**src/rtl/vedic_mul_pkg.sv**
```systemverilog
// vedic_mul_pkg: shared constants, helpers and lane-level types for the
// pipelined Vedic multiplier.
//   VEDIC_MUL_LATENCY : cycles from accepted operand beat to out_valid.
//   vedic_half()      : half operand width used by the partial-product split.
//   vedic_mul_req_t   : operand beat bundle for lane wiring at the default widths.
package vedic_mul_pkg;

    localparam int unsigned VEDIC_MUL_LATENCY   = 3;
    localparam int unsigned VEDIC_MUL_WIDTH     = 16;
    localparam int unsigned VEDIC_MUL_TAG_WIDTH = 4;

    function automatic int unsigned vedic_half(input int unsigned width);
        return width / 2;
    endfunction

    // 'signed' is a reserved word, so the mode bit is called is_signed.
    typedef struct packed {
        logic [VEDIC_MUL_WIDTH-1:0]     a;
        logic [VEDIC_MUL_WIDTH-1:0]     b;
        logic                           is_signed;
        logic [VEDIC_MUL_TAG_WIDTH-1:0] tag;
    } vedic_mul_req_t;

endpackage

```
**src/rtl/vedic_mul_unsigned_nbits.sv**
```systemverilog
// vedic_mul_unsigned_nbits: combinational N x N unsigned Vedic multiplier.
// Splits each operand into halves, recurses on the four half products and
// merges them with ripple-carry adders; 4-bit operands form the base case.
//   a_i : multiplicand (N bits)
//   b_i : multiplier   (N bits)
//   p_o : product      (2N bits)
module vedic_mul_unsigned_nbits
    import vedic_mul_pkg::*;
#(
    parameter int unsigned N = 8
) (
    input  logic [N-1:0]   a_i,
    input  logic [N-1:0]   b_i,
    output logic [2*N-1:0] p_o
);

    if (N <= 4) begin : g_base
        assign p_o = {{N{1'b0}}, a_i} * {{N{1'b0}}, b_i};
    end else begin : g_rec
        localparam int unsigned H = vedic_half(N);

        logic [N-1:0]   ll, lh, hl, hh;
        logic [2*N-1:0] mid;

        function automatic logic [2*N-1:0] rca(input logic [2*N-1:0] x,
                                               input logic [2*N-1:0] y);
            logic           c;
            logic [2*N-1:0] s;
            c = 1'b0;
            for (int i = 0; i < 2 * N; i++) begin
                s[i] = x[i] ^ y[i] ^ c;
                c    = (x[i] & y[i]) | (c & (x[i] ^ y[i]));
            end
            return s;
        endfunction

        vedic_mul_unsigned_nbits #(.N(H)) u_ll (.a_i(a_i[H-1:0]), .b_i(b_i[H-1:0]), .p_o(ll));
        vedic_mul_unsigned_nbits #(.N(H)) u_lh (.a_i(a_i[H-1:0]), .b_i(b_i[N-1:H]), .p_o(lh));
        vedic_mul_unsigned_nbits #(.N(H)) u_hl (.a_i(a_i[N-1:H]), .b_i(b_i[H-1:0]), .p_o(hl));
        vedic_mul_unsigned_nbits #(.N(H)) u_hh (.a_i(a_i[N-1:H]), .b_i(b_i[N-1:H]), .p_o(hh));

        // Cross-term sum needs N+1 bits; the wider adder keeps the carry.
        assign mid = rca({{N{1'b0}}, lh}, {{N{1'b0}}, hl});
        assign p_o = rca({hh, ll}, mid << H);
    end

endmodule

```
**src/rtl/vedic_mul_pipe.sv**
```systemverilog
// vedic_mul_pipe: three-stage pipelined Vedic multiplier with valid/ready
// handshake and pass-through tag. One global stall domain: every stage holds
// when the output is valid and not accepted.
//   clk, rst_n           : clock, synchronous active-low reset
//   in_valid/in_ready    : operand beat handshake
//   in_a, in_b           : operands (WIDTH bits)
//   in_signed            : two's-complement mode (only with VEDIC_MUL_SIGNED_EN)
//   in_tag               : opaque tag returned with the result
//   out_valid/out_ready  : result handshake
//   out_z, out_tag       : 2*WIDTH product and its tag
// Build option: define VEDIC_MUL_SIGNED_EN to honour in_signed; otherwise all
// operands are treated as unsigned and the negation logic is absent.
module vedic_mul_pipe
    import vedic_mul_pkg::*;
#(
    parameter int unsigned WIDTH     = 16,
    parameter int unsigned TAG_WIDTH = 4
) (
    input  logic                   clk,
    input  logic                   rst_n,
    input  logic                   in_valid,
    output logic                   in_ready,
    input  logic [WIDTH-1:0]       in_a,
    input  logic [WIDTH-1:0]       in_b,
    input  logic                   in_signed,
    input  logic [TAG_WIDTH-1:0]   in_tag,
    output logic                   out_valid,
    input  logic                   out_ready,
    output logic [2*WIDTH-1:0]     out_z,
    output logic [TAG_WIDTH-1:0]   out_tag
);

    localparam int unsigned HALF = vedic_half(WIDTH);

    logic adv;

    // S1: operand magnitudes
    logic                 s1_valid_q;
    logic [WIDTH-1:0]     s1_a_d, s1_b_d, s1_a_q, s1_b_q;
    logic [TAG_WIDTH-1:0] s1_tag_q;

    // S2: partial products
    logic                 s2_valid_q;
    logic [WIDTH-1:0]     ll_d, lh_d, hl_d, hh_d;
    logic [WIDTH-1:0]     ll_q, lh_q, hl_q, hh_q;
    logic [TAG_WIDTH-1:0] s2_tag_q;

    // S3: combined product
    logic                 s3_valid_q;
    logic [WIDTH:0]       mid;
    logic [2*WIDTH-1:0]   z_mag;
    logic [2*WIDTH-1:0]   s3_z_d, s3_z_q;
    logic [TAG_WIDTH-1:0] s3_tag_q;

    assign adv = !s3_valid_q || out_ready;
    // Reads 1 while in reset; the reset branch below still refuses the beat.
    assign in_ready = adv || !rst_n;

`ifdef VEDIC_MUL_SIGNED_EN
    logic s1_neg_d, s1_neg_q, s2_neg_q;

    always_comb begin
        s1_a_d   = (in_signed && in_a[WIDTH-1]) ? -in_a : in_a;
        s1_b_d   = (in_signed && in_b[WIDTH-1]) ? -in_b : in_b;
        s1_neg_d = in_signed && (in_a[WIDTH-1] ^ in_b[WIDTH-1]);
    end
`else
    logic unused_in_signed;
    assign unused_in_signed = in_signed;

    always_comb begin
        s1_a_d = in_a;
        s1_b_d = in_b;
    end
`endif

    vedic_mul_unsigned_nbits #(.N(HALF)) u_mul_ll (
        .a_i(s1_a_q[HALF-1:0]), .b_i(s1_b_q[HALF-1:0]), .p_o(ll_d)
    );
    vedic_mul_unsigned_nbits #(.N(HALF)) u_mul_lh (
        .a_i(s1_a_q[HALF-1:0]), .b_i(s1_b_q[WIDTH-1:HALF]), .p_o(lh_d)
    );
    vedic_mul_unsigned_nbits #(.N(HALF)) u_mul_hl (
        .a_i(s1_a_q[WIDTH-1:HALF]), .b_i(s1_b_q[HALF-1:0]), .p_o(hl_d)
    );
    vedic_mul_unsigned_nbits #(.N(HALF)) u_mul_hh (
        .a_i(s1_a_q[WIDTH-1:HALF]), .b_i(s1_b_q[WIDTH-1:HALF]), .p_o(hh_d)
    );

    always_comb begin
        mid   = {1'b0, lh_q} + {1'b0, hl_q};
        z_mag = {hh_q, ll_q} + ({{(WIDTH-1){1'b0}}, mid} << HALF);
`ifdef VEDIC_MUL_SIGNED_EN
        s3_z_d = s2_neg_q ? -z_mag : z_mag;
`else
        s3_z_d = z_mag;
`endif
    end

    always_ff @(posedge clk) begin
        if (!rst_n) begin
            s1_valid_q <= 1'b0;
            s1_a_q     <= '0;
            s1_b_q     <= '0;
            s1_tag_q   <= '0;
            s2_valid_q <= 1'b0;
            ll_q       <= '0;
            lh_q       <= '0;
            hl_q       <= '0;
            hh_q       <= '0;
            s2_tag_q   <= '0;
            s3_valid_q <= 1'b0;
            s3_z_q     <= '0;
            s3_tag_q   <= '0;
`ifdef VEDIC_MUL_SIGNED_EN
            s1_neg_q   <= 1'b0;
            s2_neg_q   <= 1'b0;
`endif
        end else if (adv) begin
            s1_valid_q <= in_valid;
            s1_a_q     <= s1_a_d;
            s1_b_q     <= s1_b_d;
            s1_tag_q   <= in_tag;
            s2_valid_q <= s1_valid_q;
            ll_q       <= ll_d;
            lh_q       <= lh_d;
            hl_q       <= hl_d;
            hh_q       <= hh_d;
            s2_tag_q   <= s1_tag_q;
            s3_valid_q <= s2_valid_q;
            s3_z_q     <= s3_z_d;
            s3_tag_q   <= s2_tag_q;
`ifdef VEDIC_MUL_SIGNED_EN
            s1_neg_q   <= s1_neg_d;
            s2_neg_q   <= s1_neg_q;
`endif
        end
    end

    assign out_valid = s3_valid_q;
    assign out_z     = s3_z_q;
    assign out_tag   = s3_tag_q;

endmodule
```
**config.mk**
```make
export PLATFORM = sky130hd
export DESIGN_NAME = vedic_mul_pipe
export DESIGN_NICKNAME = d
export VERILOG_FILES = /design/src/rtl/vedic_mul_pkg.sv /design/src/rtl/vedic_mul_unsigned_nbits.sv /design/src/rtl/vedic_mul_pipe.sv
export SDC_FILE = /design/constraint.sdc
export NUM_CORES = 1
export LEC_CHECK = 0
export ABC_AREA = 1
export CAP_MARGIN = 20
export CORE_UTILIZATION = 30
export CTS_CLUSTER_DIAMETER = 50
export DETAILED_ROUTE_END_ITERATION = 10
export SLEW_MARGIN = 20
export SYNTH_ARGS = -nofsm -noshare
export SYNTH_HDL_FRONTEND = slang
export SYNTH_SLANG_ARGS = --single-unit
```
**constraint.sdc**
```tcl
create_clock -name clk -period 15.7 [get_ports clk]
set_input_delay 3.14 -clock clk [delete_from_list [all_inputs] [get_ports clk]]
set_output_delay 3.14 -clock clk [all_outputs]
set_load 0.01 [all_outputs]
```
==> key figures <==
Cells and area
  – Share of layout cells above drive strength 1: 3.94%
  – Layout Cell Area excl Fill: 17700 sq um
  – Area grow syn2layout: 12.6%
  – Ant diodes: 0
  – Non-Filler Instances: between 2000 and 3000
  – Fillers: 5385
  – Nets: about 2600

Synthesis
  – Yosys top cell by area: ha_1
  – Post-synth top cells: nand2_1 (537), inv_1 (495), ha_1 (241)
  – Ys flop type: dfxtp_1
  – Post-synth cell types: 41
  – Area of the mapped netlist: between 15000 and 20000 sq um
  – Number of synthesized register bits: 143
  – Syn nets: 2526
  – Simple-Gate Fraction of Synth Area: between 15 and 20%
  – Synth Area in XOR/XNOR: 4.45%
  – Largest family of logic cells by synthesized area: adder cells
  – Register area share after synthesis: 18.2%
  – Top-count cell post-synth: nand2_1
  – Top-area cell type share of the netlist area: 19.1%
  – Compound-gate portion of the synthesized area: 9.63%
  – Cells after Synth: roughly 2100
  – Syn Area/Cell: 7.44 sq um
  – Post-synth EDFFs: 0
  – Area share of fa/ha/maj cells after synthesis: around a third
  – Mux share of post-synthesis cell area: 0%
  – Ys Warns: 0
  – Area contributors post-synth: ha_1 (19%), dfxtp_1 (18%), fa_1 (16%), nand2_1 (13%), inv_1 (12%)
  – Async set-reset flop share out of synthesis: 0%

Worst setup path
  – Slowest-stage cell, CP: clkdlybuf4s50_1
  – Crit-path cells: clkdlybuf4s50_1 -> inv_2 -> nor2_4 -> inv_2 -> clkdlybuf4s50_1
  – WP data arrival: 5420 ps
  – Crit Path Max Fanout: 28
  – Buf+Inv Stages, Crit Path: 4
  – Worst r2r src: s1_b_q[10]
  – Critical path's largest stage delay: 770 ps
  – Worst Setup Start Kind: input pin
  – Data required time of the worst path: 12560 ps
  – Critical path origin: rst_n
  – CP Class: input pin to primary output
  – CP delay by family, top: buffers and inverters
  – Worst Setup End Kind: primary output

Global route
  – Initial antenna violation count: 0
  – Largest net degree at the start of global routing: between 60 and 70
  – Grt total ovfl: 0
  – First-pass GRT wire length: 64.9 mm
  – GRT Overall Usage: 15.2%
  – Vias in the first global route: 13049

Detailed routing
  – Vias: between 10000 and 15000
  – TritonRoute pass-1 iters: 5
  – Met1 WL: 18.4 mm
  – Via density per instance: 4.50
  – DR DRC count: 0
  – Met3 WL: 1.36 mm
  – WL final: around 38 mm
  – Met2 Wirelength: 18.0 mm
  – Antenna-violating nets left: 0
  – Top sig layer: met4
  – Post-DR wirelength/cell: 13.5 um
  – Initial DRC Count: a little under 700

Timing
  – Final Cycle Share: 54.5%
  – Final hold vios: 0
  – Slew HR: 31.1%
  – Hold_ws: 454 ps
  – Pins Over Slew Limit: 0
  – Max Clock Skew: 18.5 ps
  – Min Clock Period, post-route: 8560 ps
  – RSZ-0062 raised after global routing: no
  – Setup violators final: 0
  – Setup TNS: 0 ps
  – Slew at the pin closest to its max-slew limit: 1030 ps
  – Max Clk Rate: 117 MHz

Pwr
  – Tot Pwr: between 0.001 and 0.0015 W
  – Pleak: 10.6 nW
  – Power per Cell Area: 67.5 nW/um^2
  – Worst vdd ir: between 0.07 and 0.08 mV

Flow run
  – Max capacitance violation total: 0

CTS
  – TritonCTS clock tree: yes
  – Post-cts resize count: 0
  – Longest Clk Path Bufs: 2
  – Clk slew on worst S/H paths: 60 ps
  – Clock sinks: ~140
  – H-tree depth: 4
  – Root buf cell: clkbuf_16
  – Total clock buffers created by CTS: 17
  – Hold_buf cts: 0
  – Clock Latency Late Sink: 450 ps
  – Post-CTS setup buffers: 0

Place
  – Port bufs: 77
  – Area post-placement: ~17000 sq um
  – Placed cells: between 2000 and 3000
  – Post-DP HPWL: 29.9 mm
  – GPL Wtd Cong: 0.867

Die
  – Die Area: 53400 sq um
  – Core area: 51600 sq um
  – I/O Pins: 79
  – Die X: 231 um
  – Vert. Die Dim: 231 um
  – # rows: 83
  – Starting Density: 30.5%

Min path
  – Worst hold path class: flop to flop
  – Hold path start: out_z[16]

Run status
  – Status: finished clean
cell type report:
class                   instances  area [sq um]  share of cell area [%]
multi-input cells            1376         10600                    59.6
flip-flops and latches        143          2860                    16.1
inverters                     508          1910                    10.7
repair buffers                 98           928                    5.23
well taps                     680           851                    4.80
clock buffers                  17           425                    2.40
clock inverters                15           194                    1.09
worst min-delay path, stage by stage (launching register included):
cell	delay, ps
dfxtp_1	310
nand2_1	60
nand2_1	40
layer usage:
metal,global-route usage (%),vias to the layer above
met5,0,-
met4,4.04,0
met3,2.04,30
met2,26.3,200
met1,19.7,5992
li1,-,6541
placed cells by master (no fill, tap or decap), drive strengths merged, types with 2 or more instances in the layout:
cell,count
nor3,3
nand2,541
o221ai,10
or2,9
a31oi,3
clkinv,5
fa,126
nand4,9
a21oi,60
clkinvlp,2
clkbuf,17
xor2,51
ha,241
a22o,67
nand3,75
a21o,7
o41ai,3
and2,2
nor2,56
o22ai,6
inv,514
xnor2,29
o21ai,72
bufinv,2
a211oi,2
clkdlybuf4s50,77
buf,21
dfxtp,143
through the flow:
stage,setup slack [ps],util [%]
floorplan,8820,-
global placement,7120,33.2
detailed placement,7090,33.2
CTS,7080,34.4
global route,7000,34.4
finish,7140,34.4
final timing paths:
| check | endpoint | slack, ps | cells past startpoint |
|---|---|---|---|
| setup / recovery | in_ready | 7140 | 5 |
| hold / removal | out_z[16] | 450 | 2 |
| setup reg to reg | lh_q[15] | 8390 | 25 |
| hold reg to reg | out_z[16] | 450 | 2 |
power by group:
part | total, W | leakage [nW] | internal (W) | switching [W]
registers | 0.000436 | 1.18 | 0.000397 | 0.0000388
logic | 0.000332 | 9.09 | 0.000140 | 0.000192
clock network | 0.000430 | 0.296 | 0.000242 | 0.000188
cell families (layout without fill, tap and decap cells):
logic type      Yosys count  after routing
simple gates            696            696
buf+inv                 599            638
fa+ha+maj               367            367
compound gates          233            233
flops                   143            143
xor+xnor                 80             80
sequential cells by signal (all words and copies together) (netlist names):
signal	flops
s1_b_q	16
hl_q	16
out_z	32
s1_tag_q	4
s2_valid_q	1
lh_q	16
s1_a_q	16
s1_valid_q	1
s2_tag_q	4
hh_q	16
out_valid	1
ll_q	16
out_tag	4
Power figures use the tool's default switching activity.
